--- config.mk ---
export PLATFORM = sky130hd
export DESIGN_NAME = syzygy_adc_tx_emu
export DESIGN_NICKNAME = d
export VERILOG_FILES = /design/src/rtl/syzygy_adc_tx_emu.sv
export SDC_FILE = /design/constraint.sdc
export NUM_CORES = 1
export LEC_CHECK = 0
export ABC_AREA = 0
export BUFFER_PORTS_ARGS = -buffer_cell sky130_fd_sc_hd__buf_2
export CORE_MARGIN = 2
export CORE_UTILIZATION = 29
export CTS_BUF_LIST = sky130_fd_sc_hd__clkbuf_4
export DETAILED_ROUTE_END_ITERATION = 16
export PLACE_DENSITY = 0.54
export REMOVE_ABC_BUFFERS = 1
export SYNTH_ARGS = -nofsm -noshare
export SYNTH_HDL_FRONTEND = slang
export SYNTH_SLANG_ARGS = --single-unit
--- constraint.sdc ---
create_clock -name clk -period 3.9 [get_ports clk]
set_input_delay 0 -clock clk [delete_from_list [all_inputs] [get_ports clk]]
set_output_delay 0 -clock clk [all_outputs]
set_load 0.005 [all_outputs]
--- src/rtl/syzygy_adc_tx_emu.sv ---
// Fabric-side emulator of a 2-lane, 16-bit-per-channel serial ADC output (LTC2264/LTC2268 style).
// Produces per-lane bits and the frame signal one bit time per clk; ODDR/OSERDES and DCO live outside.
module syzygy_adc_tx_emu #(
  parameter logic [15:0] IDLE_WORD = 16'h0000,
  parameter logic [15:0] TEST_WORD = 16'h5A3C
) (
  input  logic        clk,
  input  logic        reset_n,
  input  logic        enable,
  input  logic [1:0]  mode,
  input  logic [15:0] din_1,
  input  logic [15:0] din_2,
  input  logic        din_valid,
  output logic        din_ready,
  output logic [1:0]  adc_out_1,
  output logic [1:0]  adc_out_2,
  output logic        frame_out,
  output logic        busy,
  output logic        underrun,
  output logic [15:0] underrun_count
);

  typedef enum logic [1:0] {
    S_IDLE  = 2'd0,
    S_RUN   = 2'd1,
    S_DRAIN = 2'd2
  } state_t;

  localparam logic [1:0] MODE_DATA  = 2'd0;
  localparam logic [1:0] MODE_TEST  = 2'd1;
  localparam logic [1:0] MODE_RAMP  = 2'd2;
  localparam logic [1:0] MODE_CHECK = 2'd3;

  state_t             state_q, state_d;
  logic        [2:0]  cnt_q, cnt_d;
  logic               rst_n_q;
  logic               hold_full_q, hold_full_d;
  logic        [15:0] hold1_q, hold1_d;
  logic        [15:0] hold2_q, hold2_d;
  logic        [15:0] sr1_q, sr1_d;
  logic        [15:0] sr2_q, sr2_d;
  logic        [1:0]  out1_q, out1_d;
  logic        [1:0]  out2_q, out2_d;
  logic               frame_q, frame_d;
  logic               underrun_q, underrun_d;
  logic        [15:0] underrun_count_q, underrun_count_d;
  logic        [15:0] ramp_q, ramp_d;
  logic               phase_q, phase_d;

  logic               load;
  logic               accept;
  logic               consume;
  logic               starve;
  logic        [15:0] word1;
  logic        [15:0] word2;

  // Frame sequencing: decides the next state and whether this edge loads a new frame.
  always_comb begin
    state_d = state_q;
    load    = 1'b0;
    case (state_q)
      S_IDLE: begin
        if (enable) begin
          state_d = S_RUN;
          load    = 1'b1;
        end
      end
      S_RUN: begin
        if (cnt_q == 3'd7) load = 1'b1;
        if (!enable) state_d = S_DRAIN;
      end
      S_DRAIN: begin
        if (cnt_q == 3'd7) begin
          if (enable) begin
            state_d = S_RUN;
            load    = 1'b1;
          end else begin
            state_d = S_IDLE;
          end
        end else if (enable) begin
          state_d = S_RUN;
        end
      end
      default: state_d = S_IDLE;
    endcase
  end

  assign din_ready = rst_n_q & (~hold_full_q | load) & (mode == MODE_DATA);
  assign accept    = din_valid & din_ready;

  // Word selection for the next frame; only takes effect on a load edge.
  always_comb begin
    word1   = IDLE_WORD;
    word2   = IDLE_WORD;
    consume = 1'b0;
    starve  = 1'b0;
    case (mode)
      MODE_DATA: begin
        if (hold_full_q) begin
          word1   = hold1_q;
          word2   = hold2_q;
          consume = 1'b1;
        end else begin
          starve  = 1'b1;
        end
      end
      MODE_TEST: begin
        word1 = TEST_WORD;
        word2 = TEST_WORD;
      end
      MODE_RAMP: begin
        word1 = ramp_q;
        word2 = ~ramp_q;
      end
      MODE_CHECK: begin
        word1 = phase_q ? 16'h5555 : 16'hAAAA;
        word2 = phase_q ? 16'hAAAA : 16'h5555;
      end
      default: begin
        word1 = IDLE_WORD;
        word2 = IDLE_WORD;
      end
    endcase
  end

  // Next-state for hold register, shifters, output lanes and counters.
  always_comb begin
    hold1_d          = hold1_q;
    hold2_d          = hold2_q;
    hold_full_d      = hold_full_q;
    sr1_d            = sr1_q;
    sr2_d            = sr2_q;
    out1_d           = 2'b00;
    out2_d           = 2'b00;
    frame_d          = 1'b0;
    cnt_d            = 3'd0;
    underrun_d       = 1'b0;
    underrun_count_d = underrun_count_q;
    ramp_d           = ramp_q;
    phase_d          = phase_q;

    // The old hold contents leave on a load before a same-edge accept refills it.
    if (load && consume) hold_full_d = 1'b0;
    if (accept) begin
      hold_full_d = 1'b1;
      hold1_d     = din_1;
      hold2_d     = din_2;
    end

    if (load) begin
      out1_d  = word1[15:14];
      out2_d  = word2[15:14];
      sr1_d   = {word1[13:0], 2'b00};
      sr2_d   = {word2[13:0], 2'b00};
      cnt_d   = 3'd0;
      frame_d = 1'b1;
      if (starve) begin
        underrun_d = 1'b1;
        if (underrun_count_q != 16'hFFFF) underrun_count_d = underrun_count_q + 16'd1;
      end
      if (mode == MODE_RAMP)  ramp_d  = ramp_q + 16'd1;
      if (mode == MODE_CHECK) phase_d = ~phase_q;
    end else if (state_q != S_IDLE && cnt_q != 3'd7) begin
      out1_d  = sr1_q[15:14];
      out2_d  = sr2_q[15:14];
      sr1_d   = {sr1_q[13:0], 2'b00};
      sr2_d   = {sr2_q[13:0], 2'b00};
      cnt_d   = cnt_q + 3'd1;
      frame_d = (cnt_q < 3'd3);
    end
  end

  always_ff @(posedge clk) begin
    if (!reset_n) begin
      state_q          <= S_IDLE;
      cnt_q            <= 3'd0;
      rst_n_q          <= 1'b0;
      hold_full_q      <= 1'b0;
      out1_q           <= 2'b00;
      out2_q           <= 2'b00;
      frame_q          <= 1'b0;
      underrun_q       <= 1'b0;
      underrun_count_q <= 16'd0;
      ramp_q           <= 16'd0;
      phase_q          <= 1'b0;
    end else begin
      state_q          <= state_d;
      cnt_q            <= cnt_d;
      rst_n_q          <= 1'b1;
      hold_full_q      <= hold_full_d;
      out1_q           <= out1_d;
      out2_q           <= out2_d;
      frame_q          <= frame_d;
      underrun_q       <= underrun_d;
      underrun_count_q <= underrun_count_d;
      ramp_q           <= ramp_d;
      phase_q          <= phase_d;
    end
  end

  // Sample and shift data carry no reset; their validity is tracked by the control flops.
  always_ff @(posedge clk) begin
    hold1_q <= hold1_d;
    hold2_q <= hold2_d;
    sr1_q   <= sr1_d;
    sr2_q   <= sr2_d;
  end

  assign adc_out_1      = out1_q;
  assign adc_out_2      = out2_q;
  assign frame_out      = frame_q;
  assign busy           = (state_q != S_IDLE);
  assign underrun       = underrun_q;
  assign underrun_count = underrun_count_q;

endmodule

==> results of run 1 <==
-- per-layer routing --
layer,vias to the layer above,wire length [um],track usage [%]
met1,1727,5030,17.7
li1,1791,-,-
met5,-,0,0
met2,86,5130,22.3
met3,18,541,3.18
met4,0,204,4.51
-- cells by family (layout without fill, tap and decap cells) --
| group | Yosys count | after routing | share of synthesized area (%) |
|---|---|---|---|
| AOI/OAI and AO/OA | 101 | 101 | 14.0 |
| xor gates and xnor gates | 17 | 17 | 3.20 |
| adders and majority gates | 5 | 5 | 1.35 |
| buffers and inverters | 39 | 134 | 3.88 |
| DFF | 106 | 106 | 58.6 |
| muxes | 2 | 2 | 0.431 |
| and+or+nand+nor | 177 | 177 | 18.5 |
-- metrics by stage --
stage / cells / cell area, sq um / utilization, %
5_1_grt: 758 / 5670 / 36.0
2_1_floorplan: 422 / 4520 / -
3_5_place_dp: 706 / 5170 / 32.8
3_3_place_gp: 706 / 5170 / 32.8
6_report: 758 / 5670 / 36.0
4_1_cts: 758 / 5670 / 36.0
-- Yosys cell counts, drive strengths merged, types with 4 or more instances --
master,count,area (sq um)
nand2,54,203
nor3,6,30.0
and3,4,25.0
edfxtp,60,1800
nor2,50,188
a21o,7,52.6
ha,5,62.6
or2,8,50.1
inv,14,52.6
o2bb2a,5,50.1
xnor2,11,96.3
nand4,6,37.5
o21ai,34,170
or3,10,70.1
a32oi,4,35.0
a221oi,12,105
nand3,11,55.1
clkbuf,15,56.3
nand2b,4,25.0
or4,5,41.3
nor4,7,43.8
a21oi,27,135
dfxtp,46,921
xor2,6,52.6
buf,10,71.3
o31ai,4,30.0
-- worst max-delay path: stages (launching register included) --
cell,delay (ps)
dfxtp_1,370
ha_1,230
ha_1,180
nand2b_1,190
a32oi_4,750
a21oi_1,200
and2_1,210
buf_4,250
-- flip-flops by register name, summed over array words and instances, names as in the netlist --
register,count
cnt_q,3
underrun,1
rst_n_q,1
adc_out_2,2
underrun_count,16
hold2_q,16
sr2_q,14
ramp_q,16
hold1_q,16
state_q,2
adc_out_1,2
phase_q,1
sr1_q,14
hold_full_q,1
frame_out,1
-- worst paths after layout --
path | endpoint | cells past startpoint
setup / recovery | hold2_q[0] | 7
hold / removal | adc_out_1[1] | 3
setup reg to reg | hold2_q[0] | 7
hold reg to reg | cnt_q[0] | 1
-- power by group --
| group | internal, mW | switching (mW) |
|---|---|---|
| clock | 0.200 | 0.399 |
| sequential | 1.25 | 0.0186 |
| combinational | 0.0889 | 0.114 |
-- final cells by class --
| type | instances | share of cell area, % |
|---|---|---|
| clock buffer | 9 | 1.19 |
| clock inverter | 7 | 1.32 |
| inverter | 14 | 0.927 |
| multi-input combinational | 302 | 31.1 |
| sequential | 106 | 48.0 |
| tap | 216 | 4.77 |
| timing repair buffer | 104 | 12.7 |
-- repair_timing --
item	4_1_cts	5_1_grt
resized for setup	0	0
hold buffers	36	0
hold endpoints to repair	43	0
endpoints found under the setup margin	0	0
==> metrics.txt, run 1 <==
Critical Path Fanout Max 32; commonest non-fill, non-tap cells in the layout buf_2 (61), edfxtp_1 (60), nand2_1 (54), nor2_1 (50), dfxtp_1 (46); clock buffer count from CTS 9; Crit. End Element register; CP required around 4100 ps; IO buf count between 60 and 70; H-Tree Depth 3; I/O pins between 60 and 70; initial antenna violation count 0; final setup fails 0; Final Cycle Share around 70%; Cells after Synth 447; Placer Congestion around 0.74; Final Max Tran Viols 0; drt pass-1 iters 7; post-route setup TNS 0 ps; post-placement worst setup slack around 1200 ps; Tot Pwr roughly 2.1 mW; Max clock buf depth 2; r2r setup slk 1220 ps; sequential area share after synthesis 58.6%; most frequent standard cell in the layout excluding fill and tap cells buf_2; Power Density roughly 360 mW/mm^2; final hold vios 0; grt total ovfl 0; syn_area_per_cell 10.4 sq um; fmax about 370 MHz; Synth-to-Final Area Change 22.1%; area occupied by multi-input gates around 0.0018 sq mm; kind of start point of the critical path register; slew margin rel. a little over a third; Die Y roughly 130 um; FF+latch area approximately 0.0027 sq mm; WL per Instance roughly 14 um; latest clock arrival within the worst-skew pair ~500 ps; TritonCTS clock tree done; clk sink count between 100 and 150; first-pass GRT wire length 17900 um; vias per inst 4.78; WL final 10900 um; DRC viols 0; Lkg Pwr slightly above 2 nW; die area around 0.017 sq mm; vias after detailed routing between 3000 and 4000; worst clock skew between 15 and 20 ps; Post-synth ARST share 0%; outcome finished, final reports clean; drt initial violations 288; Starting Density just under 30%; number of synthesized register bits 106; share of cells above drive strength 1 between 10% and 20%; most common flop cell mapped by yosys edfxtp_1; Worst Path Arrival a little under 3000 ps; DP HPWL between 7000 and 8000 um; warnings from Yosys 0; EDFF count, synth 60; die width around 130 um; clk slew on worst S/H paths around 170 ps; Antenna Cells 0; Site Rows 46; Tmin final ~2700 ps; root buf cell clkbuf_4; min-delay src mode[1]; Setup WS post-layout about 1200 ps; unrepaired setup endpoints after global routing no; pin count of the biggest net entering global routing 38; vias in the first global route 3568; GRT Resource Usage Total 13.6%; Peak VDD IR 0.177 mV; final hold slack a little under 70 ps; DRT antenna net count 0; Worst-Margin Slew 957 ps; Worst Hold Class in2reg; CP Class reg2reg; Post-CTS Setup Bufs 0; worst r2r src cnt_q[0]; max cap viols 0; core box area roughly 0.016 sq mm; Final #Nets 580; Fillers roughly 1600; Critical Path Source cnt_q[0]; Syn Std Cell Area approximately 0.0046 sq mm; Synth cell types 47
Power figures use the tool's default switching activity.
==> run 2: changes to the inputs <==
==> constraint.sdc (replaced) <==
create_clock -name clk -period 2.6 [get_ports clk]
set_input_delay 0 -clock clk [delete_from_list [all_inputs] [get_ports clk]]
set_output_delay 0 -clock clk [all_outputs]
set_load 0.005 [all_outputs]
==> run 2 against run 1 <==
Against the previous run: via count grew 0.36%; clock skew up 9.1 ps; cell count grew 0.92%; sequential power rose by 50%; sequential share of layout area is 0.71 points lower; register-to-register slack got worse by 850 ps; critical path depth up 1; critical endpoint is now underrun_count[3]; largest cell class unchanged.
==> metrics.txt, run 2 (synthesis results as in run 1) <==
outcome finished, final reports clean (unchanged); area occupied by multi-input gates 0.00177 sq mm (unchanged); slowest stage delay, CP 460 ps (was 750 ps); CP Class reg2reg (unchanged); hold depth 2 (was 3); fmax 449 MHz (was 373 MHz); Final Cycle Share 85.7% (was 68.7%); clk sink count 106 (unchanged); initial antenna violation count 1 (was 0); clock buffer count from CTS 9 (unchanged); post-route core utilization 36.5% (was 36.0%); unrepaired setup endpoints after global routing no (unchanged); final hold vios 0 (unchanged); Tmin final 2230 ps (was 2680 ps); Worst Hold Class in2reg (unchanged); Lkg Pwr 2.10 nW (was 2.05 nW); Placer Congestion 0.802 (was 0.739); Worst Path Arrival 2640 ps (was 2900 ps); TritonCTS clock tree done (unchanged); Hold Crit Endpoint hold1_q[4] (was adc_out_1[1]); pin count of the biggest net entering global routing 61 (was 38); Final Non-Filler Cells 765 (was 758); post-route setup TNS 0 ps (unchanged); DP HPWL 7030 um (was 7070 um); Switch Pwr 0.782 mW (was 0.532 mW); Internal Pwr Total 2.41 mW (was 1.53 mW); Setup WS post-layout 373 ps (was 1220 ps); Critical Path Fanout Max 12 (was 32); final setup fails 0 (unchanged); min-delay src din_1[4] (was mode[1]); dpl cells 711 (was 706); Finished Cell Area 0.00576 sq mm (was 0.00567 sq mm); max cap viols 0 (unchanged); Top cell by count, worst path ha_1 (unchanged); clk slew on worst S/H paths 170 ps (about the same); DRT antenna net count 0 (unchanged); Switching Fraction 24.5% (was 25.8%); DRC viols 0 (unchanged); Post-CTS Setup Bufs 0 (unchanged); worst clock skew 28.4 ps (was 19.3 ps); vias after detailed routing 3635 (was 3622); drt initial violations 234 (was 288); WL final 10800 um (was 10900 um); Clock Power Share 30.8% (was 29.0%); Fillers 1618 (was 1617); Max clock buf depth 2 (unchanged); worst flop-to-flop path endpoint underrun_count[3] (was hold2_q[0]); first-pass GRT wire length 17600 um (was 17900 um); Synth-to-Final Area Change 23.9% (was 22.1%); share of cells above drive strength 1 19.5% (was 18.8%); core box area 0.0158 sq mm (unchanged); WL per Instance 14.1 um (was 14.4 um); vias in the first global route 3442 (was 3568); Tot Pwr 3.19 mW (was 2.07 mW); H-Tree Depth 3 (unchanged); kind of start point of the critical path register (unchanged); Die Y 131 um (unchanged); Starting Density 29.5% (unchanged); vias per inst 4.75 (was 4.78); die width 131 um (unchanged); FF+latch area 0.00272 sq mm (unchanged); combinational fraction of design power 9.8% (about the same); Final Max Tran Viols 0 (unchanged); final hold slack 191 ps (was 69.3 ps); Peak VDD IR 0.294 mV (was 0.177 mV); Worst-Margin Slew 610 ps (was 957 ps); worst r2r src cnt_q[0] (unchanged); latest clock arrival within the worst-skew pair 500 ps (about the same); placed cell area 0.00522 sq mm (was 0.00517 sq mm); commonest non-fill, non-tap cells in the layout buf_2 (61), edfxtp_1 (60), nand2_1 (54), nor2_1 (50), dfxtp_1 (46) (unchanged); Site Rows 46 (unchanged); grt total ovfl 0 (unchanged); I/O pins 62 (unchanged); worst-case reg-to-reg path depth 8 (was 7); CP cell instances ha_1, ha_1, nand2b_1, a32o_1, o211ai_2, buf_4, or3_2, a21oi_1 (was ha_1, ha_1, nand2b_1, a32oi_4, a21oi_1, and2_1, buf_4); GRT Resource Usage Total 13.3% (was 13.6%); drt pass-1 iters 4 (was 7); slowest stage cell on the critical path or3_2 (was a32oi_4); Final #Nets 586 (was 580); Crit. End Element register (unchanged); most frequent standard cell in the layout excluding fill and tap cells buf_2 (unchanged); root buf cell clkbuf_4 (unchanged); IO buf count 61 (unchanged); Power Density 554 mW/mm^2 (was 364 mW/mm^2); post-placement worst setup slack 428 ps (was 1250 ps); die area 0.0170 sq mm (unchanged); sequential power share 59.3% (was 61.2%); CP required 3020 ps (was 4120 ps); slew margin rel. 59.0% (was 36.2%); r2r setup slk 370 ps (was 1220 ps)
==> run 2: per-layer routing <==
metal  wire (um)  global-route usage (%)  up-vias
li1            -                       -     1807
met1        5140                    18.2     1722
met2        4950                    20.9       91
met3         482                    3.01       15
met4         184                    4.38        0
met5           0                       0        -
==> run 2: power groups by stage <==
stage,Clock (mW),Sequential (mW),Combinational [mW]
after floorplan,0,1.93,0.148
after detailed placement,0,1.93,0.273
after global routing,1.09,1.90,0.354
after CTS,1.02,1.89,0.317
final,0.984,1.89,0.314
after global placement,0,1.93,0.269
==> run 2: worst max-delay path by stage <==
stage,from,to,slack [ps],cells past startpoint
after floorplan,cnt_q[0],sr1_q[10],-3240,5
after global placement,cnt_q[0],underrun_count[5],500,8
after detailed placement,cnt_q[0],underrun_count[3],430,8
after CTS,cnt_q[0],underrun_count[3],360,8
after global routing,cnt_q[0],underrun_count[3],210,8
final,cnt_q[0],underrun_count[3],370,8
==> run 2: worst max-delay path: cells and delay by family, from the launching register on <==
| kind | cells | cell delay [ps] |
|---|---|---|
| AO/OA/AOI/OAI | 3 | 590 |
| adder cells (fa/ha/maj) | 2 | 310 |
| buffers and inverters | 1 | 240 |
| AND/OR/NAND/NOR | 2 | 630 |
| flip-flops | 1 | 390 |
==> run 2: layout make-up <==
cell class	count	share of cell area, %
multi-input combinational	302	30.7
tap	216	4.69
timing repair buffer	110	13.5
clock buffer	9	1.17
clock inverter	7	1.70
inverter	14	0.913
antenna	1	0.0435
sequential	106	47.3
==> run 2: timing repair <==
item / CTS / global route
hold buffers: 37 / 0
hold endpoints to repair: 44 / 0
gates resized for setup: 0 / 0
